===== config.mk =====
export PLATFORM = sky130hd
export DESIGN_NAME = ef_autorange_ctrl
export DESIGN_NICKNAME = d
export VERILOG_FILES = /design/src/rtl/ef_ctrl_pkg.sv /design/src/rtl/ef_range_eval.sv /design/src/rtl/ef_autorange_ctrl.sv
export SDC_FILE = /design/constraint.sdc
export NUM_CORES = 1
export LEC_CHECK = 0
export CAP_MARGIN = 20
export CORE_ASPECT_RATIO = 1.5
export CORE_MARGIN = 2
export CORE_UTILIZATION = 40
export DETAILED_ROUTE_END_ITERATION = 8
export PLACE_DENSITY = 0.66
export SYNTH_ARGS = -nofsm -noshare
export SYNTH_HDL_FRONTEND = slang
export SYNTH_HIERARCHICAL = 1
export SYNTH_SLANG_ARGS = --single-unit

===== constraint.sdc =====
create_clock -name SYS_aclk -period 3.05 [get_ports SYS_aclk]
set_input_delay 0.7625 -clock SYS_aclk [delete_from_list [all_inputs] [get_ports SYS_aclk]]
set_output_delay 0.7625 -clock SYS_aclk [all_outputs]
set_load 0.1 [all_outputs]

===== src/rtl/ef_ctrl_pkg.sv =====
// Shared types and constants for the extremum-finder autorange controller.
package ef_ctrl_pkg;

    typedef enum logic [2:0] {
        IDLE    = 3'd0,
        START   = 3'd1,
        MEASURE = 3'd2,
        EVAL    = 3'd3,
        SETTLE  = 3'd4
    } state_t;

    localparam int LOG_COUNT_W = 5;
    localparam int SHIFT_W     = 3;
    localparam logic [SHIFT_W-1:0] SHIFT_MAX = 3'd7;

    // Peak-to-peak of two signed W-bit values needs one extra bit.
    function automatic int amp_width(input int data_w);
        return data_w + 1;
    endfunction

endpackage


===== src/rtl/ef_range_eval.sv =====
// Combinational amplitude path: raw peak-to-peak from the finder results,
// scaling of the registered amplitude and the threshold decisions.
module ef_range_eval
    import ef_ctrl_pkg::*;
#(
    parameter int              W         = 32,
    parameter int              AW        = amp_width(W),
    parameter longint unsigned HI_THRESH = 64'd24576,
    parameter longint unsigned LO_THRESH = 64'd8192
) (
    input  logic signed [W-1:0]       ef_min,
    input  logic signed [W-1:0]       ef_max,
    input  logic        [AW-1:0]      amp_reg,
    input  logic        [SHIFT_W-1:0] shift,
    output logic        [AW-1:0]      amp,
    output logic        [AW-1:0]      scaled,
    output logic                      up,
    output logic                      down,
    output logic                      locked
);

    localparam logic [AW-1:0] HI_V = AW'(HI_THRESH);
    localparam logic [AW-1:0] LO_V = AW'(LO_THRESH);

    logic signed [AW-1:0] diff;

    // Sign-extend before subtracting; a corrupt window (max < min) reads as zero.
    always_comb begin
        diff   = $signed({ef_max[W-1], ef_max}) - $signed({ef_min[W-1], ef_min});
        amp    = diff[AW-1] ? '0 : diff;
        scaled = amp_reg >> shift;
        up     = (scaled > HI_V) && (shift != SHIFT_MAX);
        down   = (scaled < LO_V) && (shift != '0);
        locked = (scaled >= LO_V) && (scaled <= HI_V);
    end

endmodule


===== src/rtl/ef_autorange_ctrl.sv =====
// Autorange controller for the extremum finder: latches window configuration,
// evaluates each window's peak-to-peak and steps the shift in auto mode.
// Optional statistics counters are built when EF_AUTORANGE_STATS_EN is defined.
// Handshake: EF_valid is a one-cycle strobe with no back-pressure; it is only
// acted on in SETTLE or MEASURE and dropped in every other state.
module ef_autorange_ctrl
    import ef_ctrl_pkg::*;
#(
    parameter int              AXIS_TDATA_WIDTH = 32,
    parameter longint unsigned HI_THRESH        = 64'd24576,
    parameter longint unsigned LO_THRESH        = 64'd8192
) (
    input  logic                                SYS_aclk,
    input  logic                                SYS_aresetn,
    input  logic                                CFG_enable,
    input  logic                                CFG_auto,
    input  logic [SHIFT_W-1:0]                  CFG_shift,
    input  logic [LOG_COUNT_W-1:0]              CFG_log_count,
    input  logic [3:0]                          CFG_settle,
    input  logic signed [AXIS_TDATA_WIDTH-1:0]  EF_min,
    input  logic signed [AXIS_TDATA_WIDTH-1:0]  EF_max,
    input  logic                                EF_valid,
    output logic [LOG_COUNT_W-1:0]              EF_log_count,
    output logic [SHIFT_W-1:0]                  EF_shift,
    output logic                                EF_clear,
    output logic [AXIS_TDATA_WIDTH:0]           ST_amplitude,
    output logic                                ST_locked,
    output logic [2:0]                          dbg_state
`ifdef EF_AUTORANGE_STATS_EN
    ,
    output logic [15:0]                         ST_changes,
    output logic [15:0]                         ST_windows
`endif
);

    localparam int AW = amp_width(AXIS_TDATA_WIDTH);

    state_t         state;
    logic [3:0]     settle_cnt;
    logic           auto_q;
    logic [AW-1:0]  amp_q;
    logic [AW-1:0]  amp_now;
    logic [AW-1:0]  scaled;
    logic           up;
    logic           down;
    logic           locked;
    logic           cfg_changed;

    ef_range_eval #(
        .W         (AXIS_TDATA_WIDTH),
        .AW        (AW),
        .HI_THRESH (HI_THRESH),
        .LO_THRESH (LO_THRESH)
    ) u_eval (
        .ef_min  (EF_min),
        .ef_max  (EF_max),
        .amp_reg (amp_q),
        .shift   (EF_shift),
        .amp     (amp_now),
        .scaled  (scaled),
        .up      (up),
        .down    (down),
        .locked  (locked)
    );

    assign dbg_state = state;

    // A configuration change is anything that alters what the finder is told.
    always_comb begin
        cfg_changed = (CFG_log_count != EF_log_count)
                   || (!CFG_auto && (CFG_shift != EF_shift))
                   || (CFG_auto != auto_q);
    end

    // Controller FSM with all outputs registered; disable beats reconfig beats data.
    always_ff @(posedge SYS_aclk) begin
        if (!SYS_aresetn) begin
            state        <= IDLE;
            settle_cnt   <= '0;
            auto_q       <= 1'b0;
            amp_q        <= '0;
            EF_log_count <= '0;
            EF_shift     <= '0;
            EF_clear     <= 1'b0;
            ST_amplitude <= '0;
            ST_locked    <= 1'b0;
`ifdef EF_AUTORANGE_STATS_EN
            ST_changes   <= '0;
            ST_windows   <= '0;
`endif
        end else begin
            EF_clear <= 1'b0;
            if (!CFG_enable) begin
                state <= IDLE;
            end else begin
                case (state)
                    IDLE: begin
                        EF_log_count <= CFG_log_count;
                        if (!CFG_auto) EF_shift <= CFG_shift;
                        auto_q <= CFG_auto;
                        state  <= START;
                    end
                    START: begin
                        EF_clear   <= 1'b1;
                        settle_cnt <= CFG_settle;
                        state      <= (CFG_settle != 4'd0) ? SETTLE : MEASURE;
                    end
                    default: begin
                        if (cfg_changed) begin
                            EF_log_count <= CFG_log_count;
                            if (!CFG_auto) EF_shift <= CFG_shift;
                            auto_q <= CFG_auto;
                            state  <= START;
                        end else begin
                            case (state)
                                SETTLE: begin
                                    if (EF_valid) begin
                                        settle_cnt <= settle_cnt - 4'd1;
                                        if (settle_cnt <= 4'd1) state <= MEASURE;
                                    end
                                end
                                MEASURE: begin
                                    if (EF_valid) begin
                                        amp_q <= amp_now;
                                        state <= EVAL;
                                    end
                                end
                                EVAL: begin
                                    ST_amplitude <= scaled;
                                    ST_locked    <= locked;
`ifdef EF_AUTORANGE_STATS_EN
                                    ST_windows   <= ST_windows + 16'd1;
                                    if (auto_q && (up || down) && (ST_changes != 16'hFFFF))
                                        ST_changes <= ST_changes + 16'd1;
`endif
                                    if (auto_q && up) begin
                                        EF_shift <= EF_shift + 3'd1;
                                        state    <= START;
                                    end else if (auto_q && down) begin
                                        EF_shift <= EF_shift - 3'd1;
                                        state    <= START;
                                    end else begin
                                        state <= MEASURE;
                                    end
                                end
                                default: state <= IDLE;
                            endcase
                        end
                    end
                endcase
            end
        end
    end

endmodule


After elaboration in Yosys (flattened, before gate mapping)
Cells that the tools add are included.

Bits in registers: 84. Input bits: 81. Output and inout bits: 46. Logic and storage cells: 85.

Add/sub/neg operators: 4. Magnitude comparators: 5. Equality and inequality tests: 12. Shifts and indexed selects: 1. Muxes and demuxes: 25. Bitwise gates (word level): 4. Reduce and logical (&&, ||, !) cells: 25.

Operators with widths (number): 33-bit by 14-bit greater-or-equal comparator with 1-bit output, second input constant (1); 33-bit by 15-bit > comparator with 1-bit output, second input constant (1); 33-bit by 15-bit less-or-equal comparator with 1-bit output, second input constant (1); 33-bit by 14-bit less-than comparator with 1-bit output, second input constant (1); 33-bit by 3-bit >> shifter with 33-bit output (1); 32-bit by 32-bit subtractor with 33-bit output (1); 32-bit 2-to-1 mux (1); 3-bit 2-to-1 mux (10); 5-bit inequality test, second input constant (3); 4-bit 2-to-1 mux (3); 3-bit one-hot mux with 2 select lines (2); 5-bit one-hot mux with 2 select lines (1); 5-bit AND reduction (2); 3-bit one-hot mux with 3 select lines (1); 4-bit one-hot mux with 2 select lines (1); 4-bit AND reduction (2); 4-bit nonzero test (2); 3-bit by 2-bit equality test with 1-bit output, second input constant (2); 1-bit logical AND (6); 3-bit AND reduction (2); 2-bit nonzero test (3); 3-bit nonzero test (2); 5-bit 2-to-1 mux (1); 5-bit inequality test (1); 19 further kinds (25).

Depth between registers and ports, before layout
Gate-level depths: netlist of run 1.

Word-level depth: 9. Depth in mapped cells: 17. Mapped depth without buffers: 14.

By module
The synthesis of run 1 kept the hierarchy.

By module, submodules not included: ef_autorange_ctrl (instances 1, cells an instance 352, area an instance 3762.4 sq um, sequential area each 1681.6 sq um); ef_range_eval (instances 1, cells an instance 524, area an instance 3328.2 sq um, sequential area each 0.0 sq um).

Least setup slack after synthesis of run 1
OpenSTA, ideal clock, no wires.

Kind: register to register. Start: register EF_shift[0]. End: register EF_shift[0]. Setup time: 0.118 ns. Arrival time: 3.793 ns. Required time: 2.932 ns. Setup slack: -0.861 ns. Stages on the path, launching flop included: 13. Path buffers: 1. Period minus slack after synthesis: 3.911 ns. Cells stage by stage: dfxtp_1 > buf_2 > mux4_2 > or4_1 > nor4_2 > o21ai_1 > nor4_2 > o31ai_1 > o21a_1 > o211ai_1 > o21ai_0 > o21a_1 > o211a_1.

Longest elaborated chain between the ends: 8. Elaborated cells on any way between the ends: 24. Those cells by class: add/sub: 2; order compare: 2; eq/ne: 2; shift: 1; mux: 6; reduce/logical: 11.

RTL lines: start: declaration (RTL line ef_autorange_ctrl.sv:24) `output logic [SHIFT_W-1:0] EF_shift,`; start signal: assignment (RTL line ef_autorange_ctrl.sv:99) `if (!CFG_auto) EF_shift <= CFG_shift;`; start signal: assignment (RTL line ef_autorange_ctrl.sv:111) `if (!CFG_auto) EF_shift <= CFG_shift;`; start signal: assignment (RTL line ef_autorange_ctrl.sv:137) `EF_shift <= EF_shift + 3'd1;`; 33-bit by 3-bit >> shifter with 33-bit output (RTL line ef_range_eval.sv:31) `scaled = amp_reg >> shift;`; 33-bit by 15-bit > comparator with 1-bit output (RTL line ef_range_eval.sv:32) `up = (scaled > HI_V) && (shift != SHIFT_MAX);`; 1-bit logical AND (*) (RTL line ef_range_eval.sv:32); net up (RTL line ef_autorange_ctrl.sv:44) `logic up;`; 1-bit logical AND (*) (RTL line ef_autorange_ctrl.sv:136) `if (auto_q && up) begin`; 3-bit 2-to-1 mux (RTL line ef_autorange_ctrl.sv:136); 3-bit 2-to-1 mux (RTL line ef_autorange_ctrl.sv:115) `case (state)`; 3-bit 2-to-1 mux (RTL line ef_autorange_ctrl.sv:109) `if (cfg_changed) begin`; 3-bit one-hot mux with 2 select lines (RTL line ef_autorange_ctrl.sv:96) `case (state)`.

Mark *: on every way through the listed nets, which the timed path passes. The rest lies on a longest branch. The select of a mux whose other input is x is not followed. A chain may end at the register's enable or synchronous reset.

Final worst setup path of run 1
Ends and elaborated chain as after synthesis.

==> flow_summary.toml, run 1 <==
[final_layout]
fillerInstances = 1502
drive_gt1_share_pct = 32.7
final_common_cell = "buf_4"
final_area_sq_um = 10600
final_cell_mix = "buf_4 (214), mux2i_1 (107), nand2_1 (104), nor2b_1 (83), dfxtp_1 (81)"
num_antenna_cells = 0
nNetsFinal = 1266
area_growth_pct = 50.0

[detailed_routing]
wl_mm = 20.5
drc = 0
drt_iter0_drc = 451
avgViaCountPerCell = 5.25
ant_nets = 0
num_vias = 7181
wl_per_cell_um = 15.0
drt-pass1-iter-count = 5

[worst_setup_path]
end_kind = "flop"
rr_startpoint = "EF_shift[0]$_SDFFE_PN0P_"
cp_slowest_cell = "mux4_2"
r2r_cells = 12
path_max_fanout = 8
regToRegEndpoint = "EF_shift[0]$_SDFFE_PN0P_"
r2r_slack_ns = -0.28
cp.required_ns = 3.29
cp-start-kind = "flop"
cpPeakStageDelay_ns = 0.54
critPathArrivalTime_ns = 3.56
crit_type = "flop to flop"
critPathTopFamily = "compound AO/OA/AOI/OAI gates"
path_cells = "mux4_2, or4_4, nor4_4, o21ai_2, nor4_2, o31ai_1, o21a_1, o211ai_1, buf_4, o21ai_4, o21a_1, o211a_1"
crit_top_cell = "o21a_1"
path_buf_inv = 1

[placement]
place_area_sq_um = 9550
hpwl_mm = 15.1
gp_congestion = 0.899
port-buffer-count = 126
dp_slack_ns = -0.814

[synthesis]
post_synth_instance_area_sq_um = 7090
yosys.area.top_type_share_pct = 23.7
synth_area_leader_cell = "dfxtp_1"
synth_area_leaders = "dfxtp_1 (24%), mux2i_1 (15%), nor2b_1 (7.5%)"
synthesis.nets = 993
async_reset_ff_share_pct = 0
ys_seq_area_share_pct = 23.7
yosys_warnings = 6
ys.flop_type = "dfxtp_1"
synth_edf_count = 0
syn_inst = 876
synth_cell_types = 72
syn_area_per_cell_sq_um = 8.09
ys_seq_elements = 84

[timing]
skew_ns = 0.00801
finalCriticalPeriod_ns = 3.33
min_period_over_period_pct = 109
worst_pin_slew_ns = 0.772
final_max_slew_viol_count = 0
slew_headroom_pct = 48.5
fmax_mhz = 301
fin_ws_ns = -0.277
grt_setup_unrepaired = "true"
hold_viol_final = 0
tns_ns = -1.03
whs_ns = 0.506
finalSetupViolCount = 5

[global_routing]
grt_usage_pct = 21.0
grt_max_degree = 47
antenna_found_initial = 0
grt-ovfl-total = 0
grt_pass1_wl_mm = 33.1
grt_pass1_vias = 7223

[worst_hold_path]
hold_end = "settle_cnt[1]$_SDFFE_PN0P_"
holdCritStartpoint = "settle_cnt[1]$_SDFFE_PN0P_"
hold_path_class = "flop to flop"
whs_path_depth = 2

[clocking]
cts_buffer_depth = 2
hold_buffers = 0
numCtsBuffers = 9
cts_tree = "built"
htree_levels = 3
clkTransAtPathRegs_ns = 0.06
cts_root_buf = "clkbuf_16"
numClockSinks = 84
clk-insertion-delay-late_ns = 0.35

[die]
rows = 59
core_sq_um = 17300
ios = 127
initial_core_util_pct = 40.9
fp.dieH_um = 167
die_x_um = 113
die_area_sq_um = 18800

[run_status]
outcome = "complete, but fails checks"
violations = "setup timing"

[power]
power_density_nw_per_um2 = 320
p_total_w = 0.00340
p_leak_nw = 4.52
vdd_ir_drop_max_uv = 296

[run]
cap_viol_max_count = 0
## where the power goes
part / leakage (nW) / switching (W) / internal [W]
Clock: 0.126 / 0.000467 / 0.000559
Sequential: 0.680 / 0.0000167 / 0.00111
Combinational: 3.71 / 0.000619 / 0.000630
## worst reg2reg max path, cell delays in order (launching register included)
cell and delay, ns:
dfxtp_4 0.42, mux4_2 0.54, or4_4 0.54, nor4_4 0.15
o21ai_2 0.09, nor4_2 0.30, o31ai_1 0.15, o21a_1 0.16
o211ai_1 0.23, buf_4 0.17, o21ai_4 0.06, o21a_1 0.20
o211a_1 0.22
## flip-flops by register name, summed over array words and instances (netlist names)
register / flops
ST_amplitude: 33
amp_q: 33
EF_log_count: 5
settle_cnt: 4
EF_shift: 3
dbg_state: 3
EF_clear: 1
ST_locked: 1
auto_q: 1
## metrics by stage
step / util (%) / instances
3_3_place_gp: 55.1 / 1325
6_report: 61.3 / 1367
3_5_place_dp: 55.1 / 1325
4_1_cts: 59.3 / 1366
2_1_floorplan: - / 876
5_1_grt: 61.3 / 1367
## cell type report
class / instances / area (sq um) / share of cell area (%)
inverter: 47 / 176 / 1.66
clock inverter: 6 / 48.8 / 0.459
multi-input combinational: 695 / 5560 / 52.3
timing repair buffer: 312 / 2670 / 25.1
clock buffer: 10 / 229 / 2.15
sequential: 84 / 1690 / 15.9
tap: 213 / 267 / 2.50
## cells in the mapped netlist, drive strengths merged (10+ instances only)
library cell    n
nor3           19
o31ai          11
mux2i         109
nand4          10
nand2         109
xnor2          24
ha             34
o21ai          41
a21o           12
a21oi          40
clkbuf         31
nor2b          85
dfxtp          84
nor2           63
buf            19
inv            47
## timing repair
action,4_1_cts,5_1_grt
pin swaps,23,52
cloned,2,0
gates resized for setup,68,96
setup endpoints to repair,37,38
setup buffers,23,8
## worst max-delay path by stage
stage | slack (ns) | from | end | depth (start not counted)
global route | -0.43 | EF_shift[0]$_SDFFE_PN0P_ | EF_shift[0]$_SDFFE_PN0P_ | 12
finish | -0.28 | EF_shift[0]$_SDFFE_PN0P_ | EF_shift[0]$_SDFFE_PN0P_ | 12
global placement | -0.68 | EF_max[0] | amp_q[4]$_SDFFE_PN0P_ | 15
CTS | -0.17 | EF_shift[0]$_SDFFE_PN0P_ | dbg_state[1]$_SDFFE_PN0P_ | 13
detailed placement | -0.81 | EF_max[0] | amp_q[31]$_SDFFE_PN0P_ | 15
floorplan | -0.20 | EF_shift[1]$_SDFFE_PN0P_ | EF_shift[1]$_SDFFE_PN0P_ | 12
## logic make-up after synthesis
family                     after synthesis  synth area share (%)
adders and majority gates               36                  6.56
DFF                                     84                  23.7
xor gates and xnor gates                31                  4.15
other                                    1                0.0529
buffers and inverters                   97                  6.35
and+or+nand+nor                        333                  23.7
muxes                                  127                  19.7
AOI/OAI and AO/OA                      167                  15.8
## metal layers
| metal | routed length, um | track usage [%] | up-vias |
|---|---|---|---|
| met2 | 11100 | 40.0 | 177 |
| met1 | 8030 | 22.5 | 3334 |
| met5 | 0 | 0 | - |
| li1 | - | - | 3621 |
| met3 | 628 | 2.73 | 49 |
| met4 | 752 | 9.54 | 0 |
Note: power is estimated with default switching activity, not from simulation.
==> run 2: changes to the inputs <==
ABC_CLOCK_PERIOD_IN_PS = 3050   (was default)
==> results of run 2 <==
No change in the layout: final DEF, timing and power equal those of run 1.
